`src/rtl/qr_pkg.sv`:
```
// Shared constants, state encoding and column packing helpers for the QR detector stages.
package qr_pkg;
  localparam int DATA_W = 28;
  localparam int NORM_W = 56;
  localparam int SCALE  = 10000;
  localparam int Q_FRAC = 14;
  localparam int DVD_W  = 56;
  localparam int NCOMP  = 8;

  typedef enum logic [1:0] {IDLE, DIV, DONE} state_t;

  // Slot k holds bits [k*DATA_W +: DATA_W]; real_n at slot 2(n-1), imag_n at 2(n-1)+1.
  typedef logic [NCOMP-1:0][DATA_W-1:0] col_t;

  function automatic int re_slot(input int n);
    return 2 * (n - 1);
  endfunction

  function automatic int im_slot(input int n);
    return 2 * (n - 1) + 1;
  endfunction
endpackage

```
`src/rtl/serial_udiv.sv`:
```
// Unsigned radix-2 restoring divider, one quotient bit per cycle, MSB first.
// start_i performs the first iteration; done_o/quotient_o are valid during the final one.
module serial_udiv #(
  parameter int DVD_W = 56,
  parameter int DSR_W = 56
) (
  input  logic             clk,
  input  logic             rst_n,
  input  logic             start_i,
  input  logic [DVD_W:0]   dividend_i,
  input  logic [DSR_W-1:0] divisor_i,
  output logic             done_o,
  output logic [DVD_W-1:0] quotient_o
);
  localparam int CNT_W = $clog2(DVD_W + 1);

  logic [DSR_W:0]   rem_q, rem_d, rem_src;
  logic [DSR_W+1:0] rem_sh;
  logic [DVD_W-1:0] quo_q, quo_d, quo_src;
  logic [CNT_W-1:0] cnt_q;
  logic             busy_q, ge;

  // The dividend's extra MSB seeds the remainder so the widened dividend costs no cycle.
  always_comb begin
    rem_src = start_i ? {{DSR_W{1'b0}}, dividend_i[DVD_W]} : rem_q;
    quo_src = start_i ? dividend_i[DVD_W-1:0] : quo_q;
    rem_sh  = {rem_src, quo_src[DVD_W-1]};
    ge      = rem_sh >= {2'b00, divisor_i};
    rem_d   = ge ? (DSR_W+1)'(rem_sh - {2'b00, divisor_i}) : rem_sh[DSR_W:0];
    quo_d   = {quo_src[DVD_W-2:0], ge};
  end

  assign done_o     = busy_q && (cnt_q == CNT_W'(DVD_W - 1));
  assign quotient_o = quo_d;

  always_ff @(posedge clk or negedge rst_n) begin
    if (!rst_n) begin
      rem_q  <= '0;
      quo_q  <= '0;
      cnt_q  <= '0;
      busy_q <= 1'b0;
    end else if (start_i) begin
      rem_q  <= rem_d;
      quo_q  <= quo_d;
      cnt_q  <= CNT_W'(1);
      busy_q <= 1'b1;
    end else if (busy_q) begin
      rem_q  <= rem_d;
      quo_q  <= quo_d;
      cnt_q  <= cnt_q + CNT_W'(1);
      if (done_o) busy_q <= 1'b0;
    end
  end
endmodule

```
`src/rtl/qcol_normalize.sv`:
```
// Serial column normalisation q = a/||a|| over 8 components with one shared divider.
// Define QCOL_NORMALIZE_ROUND_EN for round-half-away-from-zero instead of truncation.
module qcol_normalize
  import qr_pkg::*;
(
  input  logic                clk,
  input  logic                rst_n,
  input  logic                in_valid,
  output logic                in_ready,
  input  logic [8*DATA_W-1:0] col_in,
  input  logic [NORM_W-1:0]   norm_in,
  output logic                out_valid,
  input  logic                out_ready,
  output logic [8*DATA_W-1:0] q_out,
  output logic                div_zero,
  output logic                busy
);
  localparam logic [DVD_W-1:0] POS_LIM = DVD_W'((64'd1 << (DATA_W - 1)) - 64'd1);
  localparam logic [DVD_W-1:0] NEG_LIM = DVD_W'(64'd1 << (DATA_W - 1));

  state_t            state_q, state_d;
  col_t              col_q, col_d, q_q, q_d;
  logic [NORM_W-1:0] norm_q, norm_d;
  logic [2:0]        idx_q, idx_d;
  logic              dz_q, dz_d, start_q, start_d;

  logic [DATA_W-1:0] a, sat;
  logic [DATA_W:0]   mag;
  logic [DVD_W-1:0]  base, quo;
  logic [DVD_W:0]    dvd;
  logic              neg, div_done;

  // Magnitude path: -2^27 gets a DATA_W+1 bit magnitude, so no special case.
  always_comb begin
    a    = col_q[idx_q];
    neg  = a[DATA_W-1];
    mag  = neg ? (~{1'b1, a} + (DATA_W+1)'(1)) : {1'b0, a};
    base = (DVD_W'(mag) * DVD_W'(SCALE)) << Q_FRAC;
`ifdef QCOL_NORMALIZE_ROUND_EN
    dvd  = {1'b0, base} + {1'b0, norm_q >> 1};
`else
    dvd  = {1'b0, base};
`endif
    if (neg) sat = (quo >= NEG_LIM) ? {1'b1, {(DATA_W-1){1'b0}}} : (~quo[DATA_W-1:0] + DATA_W'(1));
    else     sat = (quo >  POS_LIM) ? {1'b0, {(DATA_W-1){1'b1}}} : quo[DATA_W-1:0];
  end

  serial_udiv #(.DVD_W(DVD_W), .DSR_W(NORM_W)) u_div (
    .clk       (clk),
    .rst_n     (rst_n),
    .start_i   (start_q),
    .dividend_i(dvd),
    .divisor_i (norm_q),
    .done_o    (div_done),
    .quotient_o(quo)
  );

  always_comb begin
    state_d = state_q;
    col_d   = col_q;
    norm_d  = norm_q;
    q_d     = q_q;
    idx_d   = idx_q;
    dz_d    = dz_q;
    start_d = 1'b0;
    unique case (state_q)
      IDLE: if (in_valid) begin
        col_d  = col_in;
        norm_d = norm_in;
        q_d    = '0;
        idx_d  = '0;
        if (norm_in == '0) begin
          dz_d    = 1'b1;
          state_d = DONE;
        end else begin
          dz_d    = 1'b0;
          start_d = 1'b1;
          state_d = DIV;
        end
      end
      DIV: if (div_done) begin
        q_d[idx_q] = sat;
        idx_d      = idx_q + 3'd1;
        if (idx_q == 3'd7) state_d = DONE;
        else               start_d = 1'b1;
      end
      DONE: if (out_ready) state_d = IDLE;
      default: state_d = IDLE;
    endcase
  end

  always_ff @(posedge clk or negedge rst_n) begin
    if (!rst_n) begin
      state_q <= IDLE;
      col_q   <= '0;
      norm_q  <= '0;
      q_q     <= '0;
      idx_q   <= '0;
      dz_q    <= 1'b0;
      start_q <= 1'b0;
    end else begin
      state_q <= state_d;
      col_q   <= col_d;
      norm_q  <= norm_d;
      q_q     <= q_d;
      idx_q   <= idx_d;
      dz_q    <= dz_d;
      start_q <= start_d;
    end
  end

  assign in_ready  = (state_q == IDLE);
  assign out_valid = (state_q == DONE);
  assign busy      = (state_q != IDLE);
  assign q_out     = q_q;
  assign div_zero  = dz_q;
endmodule

```
`config.mk`:
```
export PLATFORM = sky130hd
export DESIGN_NAME = qcol_normalize
export DESIGN_NICKNAME = d
export VERILOG_FILES = /design/src/rtl/qr_pkg.sv /design/src/rtl/serial_udiv.sv /design/src/rtl/qcol_normalize.sv
export SDC_FILE = /design/constraint.sdc
export NUM_CORES = 2
export LEC_CHECK = 0
export BUFFER_PORTS_ARGS = -buffer_cell sky130_fd_sc_hd__buf_2
export CAP_MARGIN = 40
export CORE_MARGIN = 2
export CORE_UTILIZATION = 53
export CTS_CLUSTER_DIAMETER = 120
export CTS_CLUSTER_SIZE = 20
export DETAILED_ROUTE_END_ITERATION = 10
export PLACE_DENSITY = 0.74
export REMOVE_ABC_BUFFERS = 1
export SLEW_MARGIN = 20
export SYNTH_ARGS = -nofsm -noshare
export SYNTH_HDL_FRONTEND = slang
export SYNTH_HIERARCHICAL = 1
export SYNTH_SLANG_ARGS = --single-unit
```
`constraint.sdc`:
```
create_clock -name clk -period 12.91 [get_ports clk]
set_clock_uncertainty 0.1 [all_clocks]
set_input_delay 2.582 -clock clk [delete_from_list [all_inputs] [get_ports clk]]
set_output_delay 2.582 -clock clk [all_outputs]
set_load 0.01 [all_outputs]
```
# --- Word level (Yosys, flattened, before mapping) ---
# Index checks and enable logic that the tools add are counted.
classes:
  magnitude_cmp: 5
  bitwise_logic: 2
  reduce_logical: 10
  eq_ne: 8
  n_mul: 1
  n_addsub: 5
  mux: 39
ops:
  columns: ["op", "count"]
  rows:
  - ["2-to-1 mux 224 bit", 2]
  - ["one-hot mux 224 bit (2 select lines)", 1]
  - ["2-to-1 mux 57 bit", 4]
  - ["bitwise mux 224 bit", 1]
  - ["2-to-1 mux 56 bit", 3]
  - ["2-to-1 mux 28 bit", 5]
  - ["binary-select mux 28 bit (select 3 bit)", 1]
  - ["demux 28 bit (select 3 bit)", 1]
  - ["greater-or-equal comparator 58 x 56 -> 1 bit", 1]
  - ["subtractor 57 x 56 -> 57 bit", 1]
  - ["greater-or-equal comparator 56 x 28 -> 1 bit, second input constant", 1]
  - ["greater-than comparator 56 x 27 -> 1 bit, second input constant", 1]
  - ["zero test 56 bit", 1]
  - ["multiplier 29 x 10 -> 38 bit, second input constant", 1]
  - ["adder 29 x 1 -> 29 bit, second input constant", 1]
  - ["2-to-1 mux 29 bit", 1]
  - ["NOT 29 bit", 1]
  - ["adder 28 x 1 -> 28 bit, second input constant", 1]
  - ["NOT 28 bit", 1]
  - ["2-to-1 mux 6 bit", 2]
  - ["2-to-1 mux 2 bit", 5]
  - ["2-to-1 mux 1 bit", 8]
  - ["adder 6 x 1 -> 6 bit, second input constant", 1]
  - ["== test 6 bit, second input constant", 1]
  - ["18 further kinds", 24]
word_totals:
  input_bits: 284
  regBits: 631

# --- Longest topological paths before layout ---
logic_depth:
  depth_word: 15
  ltp_mapped: 59

# --- Cells and area by module ---
# Netlist, hierarchy kept.
modules_own_cells:
  columns: ["mod", "seq_area_each_um2", "cells_each", "instances", "area_per_inst_um2"]
  rows:
  - ["qcol_normalize", 12787.3, 2974, 1, 27206.1]
  - ["serial_udiv", 3002.9, 1275, 1, 10067.2]

# --- Worst setup path after synthesis ---
# OpenSTA, ideal clock, no wires.
synth_path:
  path_type: "reg-to-reg"
  from: "register idx_q[2]"
  to: "register q_q, in the netlist q_out[103]"
  synth_period_minus_slack_ns: 12.257
  t_arrival_ns: 12.009
  path_stages_with_launch: 54
  slack_ns: 0.653
  t_required_ns: 12.662
  n_path_buf: 8
  setup_time_ns: 0.148
  path_cell_list: "dfrtp_1 buf_2 buf_6 buf_6 buf_4 a221o_1 a21oi_2 ha_1 nor4b_1 nand4_2 or4_4 nor3_2 or2_2 nand2_1 xnor2_1 fa_1 ha_1 fa_1 [18 not listed] o211ai_1 a31oi_1 nand4b_1 a21oi_2 nor2_1 nor2_1 a221o_1 buf_4 buf_6 buf_4 buf_4 or3_1 or3_1 nor2_1 nand4_1 nor3b_1 a211oi_1 o21ai_0"
synth_via:
  elab_chain_len: 15
  elab_cells_between_ends: 23
synth_lines:
  columns: ["item", "line", "rtl"]
  rows:
  - ["start, declared", "qcol_normalize.sv:24", "logic [2:0] idx_q, idx_d;"]
  - ["start signal, assigned", "qcol_normalize.sv:106", "idx_q <= idx_d;"]
  - ["binary-select mux 28 bit (select 3 bit) *", "qcol_normalize.sv:35", "a = col_q[idx_q];"]
  - ["2-to-1 mux 28 bit (implied by the code) *", "qcol_normalize.sv:35", null]
  - ["NOT 29 bit", "qcol_normalize.sv:37", "mag = neg ? (~{1'b1, a} + (DATA_W+1)'(1)) : {1'b0, a};"]
  - ["adder 29 x 1 -> 29 bit", "qcol_normalize.sv:37", null]
  - ["2-to-1 mux 29 bit *", "qcol_normalize.sv:37", null]
  - ["multiplier 29 x 10 -> 38 bit *", "qcol_normalize.sv:38", "base = (DVD_W'(mag) * DVD_W'(SCALE)) << Q_FRAC;"]
  - ["net base[55]", "qcol_normalize.sv:29", "logic [DVD_W-1:0] base, quo;"]
  - ["2-to-1 mux 56 bit *", "serial_udiv.sv:26", "quo_src = start_i ? dividend_i[DVD_W-1:0] : quo_q;"]
  - ["greater-or-equal comparator 58 x 56 -> 1 bit *", "serial_udiv.sv:28", "ge = rem_sh >= {2'b00, divisor_i};"]
  - ["net u_div.ge", "serial_udiv.sv:21", "logic busy_q, ge;"]
  - ["branches (longest 3 deep; another with greater-than comparator 56 x 27 -> 1 bit)", null, null]
  - ["2-to-1 mux 28 bit *", "qcol_normalize.sv:44", "if (neg) sat = (quo >= NEG_LIM) ? {1'b1, {(DATA_W-1){1'b0}}} : (~quo[DATA_W-1:0] + DATA_W'(1));"]
  - ["bitwise mux 224 bit *", "qcol_normalize.sv:82", "q_d[idx_q] = sat;"]
  - ["2-to-1 mux 224 bit *", "qcol_normalize.sv:81", "DIV: if (div_done) begin"]
  - ["one-hot mux 224 bit (2 select lines) *", "qcol_normalize.sv:66", "unique case (state_q)"]
  - ["end signal, assigned", "qcol_normalize.sv:105", "q_q <= q_d;"]
  - ["end, declared", "qcol_normalize.sv:22", "col_t col_q, col_d, q_q, q_d;"]
# Mark *: on every way through the listed nets, which the timed path passes. The select of a mux whose other input is x is not followed.
# A chain may end at the register's enable or synchronous reset.

# --- Worst setup path in the final report ---
layout_path:
  from: "register idx_q[2]"
  to: "register q_q, in the netlist q_out[18]"
layout_via:
  elab_chain_len: 15
  elab_cells_between_ends: 23
layout_lines:
  columns: ["item", "line"]
  rows:
  - ["binary-select mux 28 bit (select 3 bit) *", "qcol_normalize.sv:35"]
  - ["2-to-1 mux 28 bit (implied by the code) *", "qcol_normalize.sv:35"]
  - ["NOT 29 bit", "qcol_normalize.sv:37"]
  - ["adder 29 x 1 -> 29 bit", "qcol_normalize.sv:37"]
  - ["2-to-1 mux 29 bit *", "qcol_normalize.sv:37"]
  - ["multiplier 29 x 10 -> 38 bit *", "qcol_normalize.sv:38"]
  - ["net base[55]", "qcol_normalize.sv:29"]
  - ["2-to-1 mux 56 bit *", "serial_udiv.sv:26"]
  - ["greater-or-equal comparator 58 x 56 -> 1 bit *", "serial_udiv.sv:28"]
  - ["net quo[0]", "qcol_normalize.sv:29"]
  - ["branches (longest 3 deep; another with greater-than comparator 56 x 27 -> 1 bit)", null]
  - ["2-to-1 mux 28 bit *", "qcol_normalize.sv:44"]
  - ["bitwise mux 224 bit *", "qcol_normalize.sv:82"]
  - ["2-to-1 mux 224 bit *", "qcol_normalize.sv:81"]
  - ["one-hot mux 224 bit (2 select lines) *", "qcol_normalize.sv:66"]
# Marked as above.

==> impl_metrics.toml <==
[grt]
first_global_vias = 30800
antenna_found_initial = 10
grt_pass1_wl_mm = 166
globalRouteTotalUtil_pct = 28.2
grt_start_max_net_pins = 228
grt_overflow = 0

[floorplan]
design.core.area_sq_um = 69800
die_w_microns = 269
fp.dieArea_sq_um = 72500
start_util_pct = 53.4
placement_rows = 97
die_height_microns = 269
ios = 512

[sta]
timing_max_transition_violations_final = 0
slew-limit-headroom_pct = 17.3
fmax_achieved_mhz = 81.4
final_hold_viol_count = 0
final_min_period_over_clock_period_pct = 95.2
final_period_minus_worst_setup_slack_ps = 12290
finalSetupViolations = 0
worst-slew-pin-transition_ps = 1240

[finish]
multi_input_comb_area_sq_um = 19900
area_growth_syn_to_layout_pct = 13.1
layout.cells.most_common_list = "989 x nand2_1, 627 x dfrtp_1, 510 x buf_2"
drive_gt1_share_pct = 18.1
n_fill_cell = 6142
layout.nets = 5175
layout_commonest_cell = "nand2_1"
register_area_sq_um = 15800
finish.instance_area_sq_um = 42100
stdcell_count = 5616

[placement]
placed_cells_incl_taps = 5542
place_area_sq_um = 40800
i_o_buffers = 511
gpl.final_weighted_congestion = 0.921
dp_hpwl_mm = 73.9

[yosys]
synthesis.area_sq_um = 37300
asyncSetResetFlopFracSynth_pct = 100
average_cell_area_after_synthesis_sq_um = 8.77
synth-seq-cells = 631
seq_area_frac_synth_pct = 42.4
synth_ff_type = "dfrtp_1"
post_synth_inst_count = 4249
synth_cell_type_count = 107
count_of_flip_flops_with_a_built_in_enable_after_synthesis = 0
synth.yosys.warnings = 6

[worst_hold_path]
holdCritPathClass = "flop to flop"

[worst_setup_path]
worstPathArrival_ps = 12640
worst_ep_required_time_ps = 13260
cpPeakStageDelay_ps = 620
startpoint_type = "flop"
worstPathMaxFanout = 8
critPathCaptureType = "flop"
critical_path_class = "flop to flop"
critical-path-slowest-cell = "or4_4"
worst_path_most_repeated_cell = "ha_1"

[outcome]
run_status = "completed"

[clock_network]
cts_htree_levels = 2
cts-buffers-inserted = 37
clock_insertion_delay_worst_skew_ps = 620
cts_max_path_buffers = 3
number_of_hold_repair_buffers_added_at_the_cts_stage = 0
clock_tree.root_cell = "clkbuf_16"
clk_pin_slew_ps = 100
clock_sink_count = 631
tritoncts = "done"

[route]
first_pass_iters = 5
antenna_violating_nets_post_route = 0
remaining_drc_errors = 0
wirelength_routed_mm = 103
wl_per_cell_microns = 18.4
post_drt_via_cell_ratio = 5.62
route.vias.total = 31600
drt_iter0_markers = 2817

[run]
maxCapViolCount = 0
## worst paths after layout
path	to	startpoint	slack [ps]	cells after the start
worst max-delay path	q_out[18]$_DFFE_PN0P_	idx_q[2]$_DFFE_PN0P_	620	49
worst min-delay path	col_q[221]$_DFFE_PN0P_	col_q[221]$_DFFE_PN0P_	380	2
worst max register to register	q_out[18]$_DFFE_PN0P_	idx_q[2]$_DFFE_PN0P_	620	49
worst min register to register	col_q[221]$_DFFE_PN0P_	col_q[221]$_DFFE_PN0P_	380	2
max in group asynchronous	idx_q[1]$_DFFE_PN0P_	rst_n	9020	5
min in group asynchronous	norm_q[18]$_DFFE_PN0P_	rst_n	1920	1
## kinds of logic after synthesis
family / Yosys count / synth area share, %
xor gates and xnor gates: 163 / 3.95
and+or+nand+nor: 1832 / 21.5
other: 2 / 0.0201
buffers and inverters: 451 / 4.99
AOI/OAI and AO/OA: 796 / 13.2
adders and majority gates: 235 / 9.11
muxes: 139 / 4.84
DFF: 631 / 42.4
## critical path: cells and delay by family (launching register included)
| kind | cells | cell delay, ps |
|---|---|---|
| AO/OA/AOI/OAI | 18 | 3800 |
| XOR/XNOR | 2 | 460 |
| adder cells (fa/ha/maj) | 10 | 3310 |
| buffers and inverters | 4 | 450 |
| flip-flops | 1 | 500 |
| multiplexers | 2 | 430 |
| AND/OR/NAND/NOR | 13 | 3030 |
## registers in the layout (all words and copies together), names as in the netlist
name and cells:
col_q 224, div_zero 1, idx_q 3, norm_q 56
q_out 224, start_q 1, state_q 2, u_div/busy_q 1
u_div/cnt_q 6, u_div/quo_q 56, u_div/rem_q 57
## metal layers
layer | track usage, % | vias up | wire, microns
met4 | 12.7 | 0 | 4780
li1 | - | 15200 | -
met3 | 3.51 | 210 | 5790
met5 | 0 | - | 0
met1 | 38.5 | 15200 | 44300
met2 | 45.2 | 1016 | 48200
## cell usage after synthesis, drive strengths merged, types with 13 or more instances
library cell  number  area (sq um)
a31oi             22           144
or3               14          87.6
mux2              70           796
clkbuf           196           736
o211ai            19           153
nand2            994          3730
a21oi            154           790
xor2              68           611
nor3              36           190
mux4              25           563
nor2             299          1130
nor2b             68           445
a22oi             25           188
dfrtp            631         15800
fa                62          1240
nand3            260          1310
o21a              13          97.6
inv              201           754
o21ai            341          1720
o21bai            13           101
ha               168          2100
nor4              27           175
a211oi            15           123
nand2b            24           150
o22ai             30           188
nand4             33           219
mux2i             44           444
o31ai             15           118
a21o              58           435
xnor2             95           862
buf               54           372
## stage by stage
| stage | hold WS (ps) | util, % | worst slack (ps) | TNS [ps] |
|---|---|---|---|---|
| 3_5_place_dp | 359 | 58.4 | -200 | -2300 |
| 5_1_grt | 399 | 60.4 | -58.6 | -289 |
| 3_3_place_gp | 353 | 58.2 | 186 | 0 |
| 6_report | 375 | 60.4 | 621 | 0 |
| 2_1_floorplan | 338 | - | -1190 | -157870 |
| 4_1_cts | 378 | 59.9 | 13.1 | 0 |
## final cells by class
type / instances / area share (%)
sequential: 631 / 37.5
inverter: 201 / 1.79
tap: 940 / 2.79
clock inverter: 4 / 0.110
clock buffer: 40 / 2.22
multi-input combinational: 3188 / 47.2
antenna: 10 / 0.0594
timing repair buffer: 602 / 8.34
## timing repair
action,CTS,global route
pin swaps,0,6
gates resized for setup,2,24
endpoints found under the setup margin,44,180
endpoints found under the hold margin,0,0
buffers inserted,0,13
gates cloned,0,0
Power is not shown: default switching activity piles up to over one toggle a cycle in this logic, so the estimate is an artifact.
